$ cat src/rtl/switch_press_counter.sv
// Purpose: synchronise and debounce one bouncing switch and count its presses as 4-digit BCD.
// Latency: a level held from edge E is accepted at edge E+DEBOUNCE_CYCLES+1; the count updates on that same edge.
// Backpressure: none; the block runs every cycle, and clear takes priority over a press on the same edge.
//
// Ports:
//   clock      - system clock, all state on the rising edge
//   reset      - asynchronous, active-high reset
//   switch_raw - raw, asynchronous, bouncing switch level
//   clear      - synchronous clear of the press count and the overflow flag
//   clean      - debounced switch level
//   pressed    - one-cycle pulse per accepted press, coincident with clean rising
//   value      - press count, 4 BCD digits ([3:0] units .. [15:12] thousands)
//   dots       - {overflow, 1'b0, 1'b0, clean}
module switch_press_counter #(
  parameter int DEBOUNCE_CYCLES = 50000,
  parameter int CNT_W           = 16
) (
  input  logic        clock,
  input  logic        reset,
  input  logic        switch_raw,
  input  logic        clear,
  output logic        clean,
  output logic        pressed,
  output logic [15:0] value,
  output logic [3:0]  dots
);

  typedef enum logic [1:0] {
    STABLE_LOW,
    WAIT_HIGH,
    STABLE_HIGH,
    WAIT_LOW
  } state_t;

  // The counter starts at 1 on the first differing sample, so reaching
  // DEBOUNCE_CYCLES-1 while the next sample still differs means
  // DEBOUNCE_CYCLES consecutive samples.
  localparam logic [CNT_W-1:0] CNT_LAST = CNT_W'(DEBOUNCE_CYCLES - 1);
  localparam logic [CNT_W-1:0] CNT_ONE  = CNT_W'(1);

  logic             s1;
  logic             s2;
  state_t           state_q;
  state_t           state_d;
  logic [CNT_W-1:0] cnt_q;
  logic [CNT_W-1:0] cnt_d;
  logic             accept_rise;
  logic             accept_fall;
  logic             ovf_q;
  logic [15:0]      value_inc;
  logic             value_carry;

  // Two-flop synchroniser; s2 is the only copy of the switch the FSM sees.
  always_ff @(posedge clock or posedge reset) begin
    if (reset) begin
      s1 <= 1'b0;
      s2 <= 1'b0;
    end else begin
      s1 <= switch_raw;
      s2 <= s1;
    end
  end

  always_ff @(posedge clock or posedge reset) begin
    if (reset) begin
      state_q <= STABLE_LOW;
      cnt_q   <= '0;
    end else begin
      state_q <= state_d;
      cnt_q   <= cnt_d;
    end
  end

  always_comb begin
    state_d     = state_q;
    cnt_d       = cnt_q;
    accept_rise = 1'b0;
    accept_fall = 1'b0;
    case (state_q)
      STABLE_LOW: begin
        if (s2) begin
          state_d = WAIT_HIGH;
          cnt_d   = CNT_ONE;
        end
      end
      WAIT_HIGH: begin
        if (!s2) begin
          // Bounce: drop the partial run, nothing is counted.
          state_d = STABLE_LOW;
          cnt_d   = '0;
        end else if (cnt_q == CNT_LAST) begin
          state_d     = STABLE_HIGH;
          cnt_d       = '0;
          accept_rise = 1'b1;
        end else begin
          cnt_d = cnt_q + CNT_ONE;
        end
      end
      STABLE_HIGH: begin
        if (!s2) begin
          state_d = WAIT_LOW;
          cnt_d   = CNT_ONE;
        end
      end
      WAIT_LOW: begin
        if (s2) begin
          state_d = STABLE_HIGH;
          cnt_d   = '0;
        end else if (cnt_q == CNT_LAST) begin
          state_d     = STABLE_LOW;
          cnt_d       = '0;
          accept_fall = 1'b1;
        end else begin
          cnt_d = cnt_q + CNT_ONE;
        end
      end
      default: begin
        state_d = STABLE_LOW;
        cnt_d   = '0;
      end
    endcase
  end

  // Ripple BCD increment; carry out of the thousands digit means 9999 -> 0000.
  // Any digit at 9 or above rolls to 0, so an illegal A-F digit cannot persist.
  always_comb begin
    logic       carry;
    logic [3:0] digit;
    value_inc = value;
    carry     = 1'b1;
    for (int i = 0; i < 4; i++) begin
      digit = value[4*i +: 4];
      if (carry) begin
        if (digit >= 4'd9) begin
          value_inc[4*i +: 4] = 4'd0;
        end else begin
          value_inc[4*i +: 4] = digit + 4'd1;
          carry               = 1'b0;
        end
      end
    end
    value_carry = carry;
  end

  always_ff @(posedge clock or posedge reset) begin
    if (reset) begin
      clean   <= 1'b0;
      pressed <= 1'b0;
    end else begin
      pressed <= accept_rise;
      if (accept_rise) begin
        clean <= 1'b1;
      end else if (accept_fall) begin
        clean <= 1'b0;
      end
    end
  end

  always_ff @(posedge clock or posedge reset) begin
    if (reset) begin
      value <= '0;
      ovf_q <= 1'b0;
    end else if (clear) begin
      value <= '0;
      ovf_q <= 1'b0;
    end else if (accept_rise) begin
      value <= value_inc;
      if (value_carry) begin
        ovf_q <= 1'b1;
      end
    end
  end

  assign dots = {ovf_q, 2'b00, clean};

endmodule

$ cat config.mk
export PLATFORM = sky130hd
export DESIGN_NAME = switch_press_counter
export DESIGN_NICKNAME = d
export VERILOG_FILES = /design/src/rtl/switch_press_counter.sv
export SDC_FILE = /design/constraint.sdc
export NUM_CORES = 1
export LEC_CHECK = 0
export ABC_AREA = 0
export CAP_MARGIN = 20
export CORE_ASPECT_RATIO = 1.5
export CORE_MARGIN = 8
export CORE_UTILIZATION = 25
export DETAILED_ROUTE_END_ITERATION = 12
export PLACE_DENSITY_LB_ADDON = 0.3
export SYNTH_ARGS = -nofsm -noshare
export SYNTH_HDL_FRONTEND = slang
export SYNTH_SLANG_ARGS = --single-unit
$ cat constraint.sdc
create_clock -name clock -period 2.05 [get_ports clock]
set_input_delay 0.41 -clock clock [delete_from_list [all_inputs] [get_ports clock]]
set_output_delay 0.41 -clock clock [all_outputs]
set_load 0.01 [all_outputs]
==> impl_metrics.yaml, run 1 <==
critical_path:
  critical_path.max_fanout: 5
  cp-end-kind: "flip-flop"
  crit_path_start_kind: "flip-flop"
  critPathKind: "reg2reg"
  worstPathRequired_ns: 2.26
  cp.arrival_ns: 2.32
logic_synthesis:
  postSynthAreaPerCell_um2: 9.172
  synth_cells: 245
  synthTopCellsByArea: "dfrtp_1 (43%), ha_1 (7.2%), o21ai_0 (5.3%), nand2_1 (4.8%), a21oi_1 (4.5%)"
  synth_flop_cell: "dfrtp_1"
  ys_ff_latch: 39
  yosysSeqAreaShare_pct: 43.43
  synth_edf_count: 0
  synth_top_cell_by_area: "dfrtp_1"
  syn_area_um2: 2247
  synthArstFlopShare_pct: 100.0
  yosysTopAreaCellShare_pct: 43.43
  yosysWarnings: 0
  synth.distinct_cells: 42
die:
  io_pins: 26
  core_um2: 8776
  start_util_pct: 25.61
  rows: 42
  dieArea_um2: 12340
  die_w_um: 93.41
  die_height_um: 132.1
cts:
  cts-htree-levels: 2
  cts_tree: "built"
  ctsHoldBuffers: 0
  cts_made_buffers: 5
  clk_path_buf_depth: 2
  clock_latency_ns: 0.28
  clkTransAtPathRegs_ns: 0.06
  ctsRootBufferMaster: "clkbuf_16"
  clock_sinks: 39
placed_design:
  place_area_um2: 2869
  gp_congestion: 0.7639
  place_inst: 410
  dp_slack_ns: -0.05306
  io_buffers: 23
  hpwl_um: 4055
power:
  combPwrFrac_pct: 19.4
  seq_power_share_pct: 40.8
  swShare_pct: 27.16
  power_leakage_nw: 1.331
  max-vdd-ir-drop_uv: 401.1
  powerDensity_nw_per_um2: 665.1
  internal-power_mw: 1.496
  p_clk_share_pct: 39.8
  p_sw_uw: 557.9
cells_and_area:
  fill_cells: 907
  stdcell_area_um2: 3088
  mostFrequentLayoutCells: "buf_4 (40), dfrtp_1 (39), nand2_1 (28)"
  fin_util_pct: 35.19
  final_net_count: 325
  layout_commonest_cell: "buf_4"
  drive_above_1_share_pct: 21.68
  area_growth_pct: 37.42
  num_antenna_cells: 0
  finalNonFillerCells: 419
timing:
  finalSetupViolCount: 3
  min_period_ns: 2.117
  slew_violations: 0
  rsz0062_at_grt: "yes"
  hold_viol: 0
  max_freq_ghz: 0.4724
  fin_worst_skew_ns: 0.004238
  slew_headroom_pct: 58.13
  final.period_utilization_pct: 103.3
  setup_slack_ns: -0.06680
  worstMarginPinSlew_ns: 0.6225
grt:
  grt_usage_pct: 9.227
  overflow: 0
  grt_pass1_wl_um: 9266
  grt_max_degree: 40
  antenna_found_initial: 0
  grt_pass1_vias: 1993
routing:
  wl_per_cell_um: 13.13
  drc_errors: 0
  detail-route-antenna-nets: 0
  dr.pass1.iters: 4
  drtIter0Drc: 115
  vias: 1973
  viasPerCell: 4.709
  wirelength_um: 5500
min_path:
  hp-class: "reg2reg"
run_status:
  status: "finished, violations left"
  violations: "negative setup slack"
run:
  cap_viol_max_count: 0
[cells by family after synthesis]
logic type | count (synthesis) | share of synthesized area, %
mux | 1 | 0.5011
buf+inv | 22 | 4.398
xor+xnor | 2 | 0.7797
flops | 39 | 43.43
other cells | 1 | 0.1669
compound gates | 68 | 17.54
simple gates | 99 | 25.95
fa+ha+maj | 13 | 7.238
[final timing paths]
kind,start,endpoint,slack (ns),cells after the start
max,cnt_q[12],value[12],-0.07,6
min,s1,s2,0.35,0
max reg2reg,cnt_q[12],value[12],-0.07,6
min reg2reg,s1,s2,0.35,0
max in group asynchronous,reset,ovf_q,1.13,3
min in group asynchronous,reset,asynchronous set/reset pin,0.54,3
[worst max-delay path: stages, from the launching register on]
cell and delay (ns):
dfrtp_1 0.37, or4b_4 0.58, nor4b_4 0.30, nand4_4 0.15, buf_4 0.17, or3_1 0.31, a21oi_1 0.15
[flip-flops by register name, indices dropped and copies added (netlist names), named ones only]
signal   count
s2           1
state_q      1
cnt_q       16
ovf_q        1
clean        1
value       16
s1           1
pressed      1
[metal layers]
layer	global-route usage (%)	vias to the layer above	share of wire, %
met3	2.395	5	4.1
met4	2.970	0	1.2
li1	-	996	-
met2	17.51	24	56
met5	0	-	0
met1	9.228	948	39
[power by group through the flow]
stage	registers (mW)	clock network, mW	logic (mW)
after floorplan	0.876	0	0.194
after global placement	0.851	0	0.381
after detailed placement	0.852	0	0.378
after CTS	0.840	0.842	0.384
after global routing	0.843	0.872	0.444
final	0.838	0.817	0.399
[stage by stage]
stage                     TNS (ns)  hold slack (ns)  power (mW)
after floorplan            -0.7620           0.3312       1.070
after global placement    -0.03160           0.3357       1.232
after detailed placement   -0.2239           0.3395       1.230
after CTS                  -0.3212           0.3530       2.066
after global routing       -0.7494           0.3660       2.159
final                      -0.1746           0.3484       2.054
[Yosys cell counts, drive strengths merged (2+ instances only)]
library cell and number:
a41oi 3, or2 2, a21oi 20, dfrtp 39, nor2b 4, buf 5, or3 6, or4b 3
and3 2, inv 13, or3b 2, nor4 2, nand2 29, nor3 6, o21ai 24, o21a 2
clkbuf 4, nor3b 3, nand2b 7, ha 13, a31oi 12, nor2 13, a21o 2, nand3 11
nand4 4, xor2 2
[what timing repair did]
action	CTS	global route
setup buffers	0	1
setup endpoints to repair	9	28
resized for setup	0	17
gates cloned	0	0
pin swaps	0	4
[final cells by class]
class	instances	area, µm²	area share [%]
clock buffer	8	156.4	5.065
timing repair buffer	64	541.8	17.54
multi-input combinational	185	1227	39.75
inverter	13	48.80	1.580
sequential	39	975.9	31.60
tap	110	137.6	4.457
Power figures use the tool's default switching activity.
==> inputs of run 2 (changes only) <==
CORE_ASPECT_RATIO = 0.6   (was 1.5)
CORE_UTILIZATION = 36   (was 25)
==> run 2 against run 1 <==
Against the previous run:
- the flow still finishes with violations (negative setup slack)
- flip-flop and latch count is the same
- maximum frequency fell by 3.1%
- routed wire length increased by 3.4%
- die area is 26% lower
- non-clock buffer count up 4
- sequential share of layout area shrank 0.68 points
- total power is 5.6% lower
- first-iteration DRC count up 6.1%
- final cell count decreased by 5.3%
==> impl_metrics.yaml, run 2 (synthesized netlist as in run 1, its figures left out) <==
grt:
  grt_pass1_wl_um: 8990
  grt_usage_pct: 11.94
  antenna_found_initial: 0
  grt_pass1_vias: 1790
  overflow: 0
  grt_max_degree: 40
timing:
  worstMarginPinSlew_ns: 0.6052
  fin_worst_skew_ns: 0.007338
  max_freq_ghz: 0.4578
  slew_headroom_pct: 59.29
  setup_slack_ns: -0.1345
  rsz0062_at_grt: "yes"
  hold_viol: 0
  slew_violations: 0
  min_period_ns: 2.184
  final.period_utilization_pct: 106.6
  finalSetupViolCount: 4
cts:
  cts_tree: "built"
  ctsHoldBuffers: 0
  ctsRootBufferMaster: "clkbuf_8"
  clock_sinks: 39
  clk_path_buf_depth: 2
  cts-htree-levels: 2
  clkTransAtPathRegs_ns: 0.08
  cts_made_buffers: 5
  clock_latency_ns: 0.30
critical_path:
  cp-end-kind: "flip-flop"
  cp_top_family: "simple AND/OR/NAND/NOR gates"
  worstPathRequired_ns: 2.28
  critPathKind: "reg2reg"
  crit_path_start_kind: "flip-flop"
  crit_buf_inv: 0
  cp_slowest_cell: "or4b_4"
  crit_chain: "or4b_4, nor4b_4, nand4_4, or4b_1, a21oi_1"
  cpPeakStageDelay_ns: 0.58
  cp.arrival_ns: 2.41
  critical_path.max_fanout: 6
routing:
  viasPerCell: 5.010
  drc_errors: 0
  vias: 1989
  drtIter0Drc: 122
  wl_per_cell_um: 14.33
  detail-route-antenna-nets: 0
  wirelength_um: 5688
  dr.pass1.iters: 4
cells_and_area:
  top_regs: "cnt_q (16), value (16)"
  layout_commonest_cell: "dfrtp_1"
  fin_util_pct: 51.87
  area_growth_pct: 40.42
  drive_above_1_share_pct: 27.16
  finalNonFillerCells: 397
  stdcell_area_um2: 3156
  final_net_count: 329
  mostFrequentLayoutCells: "dfrtp_1 (39), buf_4 (38), nand2_1 (28)"
  num_antenna_cells: 0
die:
  dieArea_um2: 9109
  start_util_pct: 36.94
  die_height_um: 77.20
  rows: 22
  die_w_um: 118.0
  core_um2: 6083
  io_pins: 26
placed_design:
  hpwl_um: 3887
  io_buffers: 23
  place_inst: 379
  place_area_um2: 2799
  dp_slack_ns: -0.09748
  gp_congestion: 0.7912
run_status:
  status: "finished, violations left"
  violations: "negative setup slack"
power:
  fin_total_pwr_mw: 1.938
  power_leakage_nw: 1.348
  powerDensity_nw_per_um2: 614.2
  max-vdd-ir-drop_uv: 349.2
run:
  cap_viol_max_count: 0
min_path:
  hp-class: "reg2reg"
==> run 2: power by group <==
| part | total, mW | switching, mW | internal (mW) |
|---|---|---|---|
| logic | 0.446 | 0.258 | 0.188 |
| clock network | 0.655 | 0.292 | 0.363 |
| registers | 0.838 | 0.0276 | 0.810 |
==> run 2: cell type report <==
cell class / count / area (µm²)
clock inverters: 3 / 43.79
inverters: 13 / 48.80
well taps: 84 / 105.1
fillers: 551 / 2928
flip-flops and latches: 39 / 975.9
clock buffers: 5 / 68.82
repair buffers: 68 / 588.1
multi-input cells: 185 / 1325
==> run 2: stage by stage <==
stage / hold WS, ns / TNS (ns)
floorplan: 0.3312 / -0.7620
global placement: 0.3353 / -0.05135
detailed placement: 0.3379 / -0.2682
CTS: 0.3629 / -0.4042
global route: 0.3733 / -1.063
finish: 0.3595 / -0.3692
==> run 2: what timing repair did <==
action,CTS,global route
setup endpoints to repair,10,28
setup buffers,2,7
resized for setup,6,40
hold endpoints to repair,0,0
gates cloned,0,3
pin swaps,2,11
==> run 2: worst reg2reg max path, cell delays in order, from the launching register on <==
cell,delay (ns)
dfrtp_1,0.40
or4b_4,0.58
nor4b_4,0.31
nand4_4,0.19
or4b_1,0.50
a21oi_1,0.15
==> run 2: worst paths after layout <==
check,slack (ns),to,cells past startpoint,from
min in group asynchronous,0.53,value[5],3,reset
max,-0.13,value[14],5,cnt_q[12]
max reg2reg,-0.13,value[14],5,cnt_q[12]
min,0.36,s2,0,s1
min reg2reg,0.36,s2,0,s1
max in group asynchronous,1.17,cnt_q[4],3,reset
==> run 2: routing by layer <==
layer	up-vias	routed length, µm	GRT usage, %
met5	-	0	0
met4	0	76	4.320
met3	6	260	3.582
met2	40	2252	15.16
met1	935	3100	17.97
li1	1008	-	-
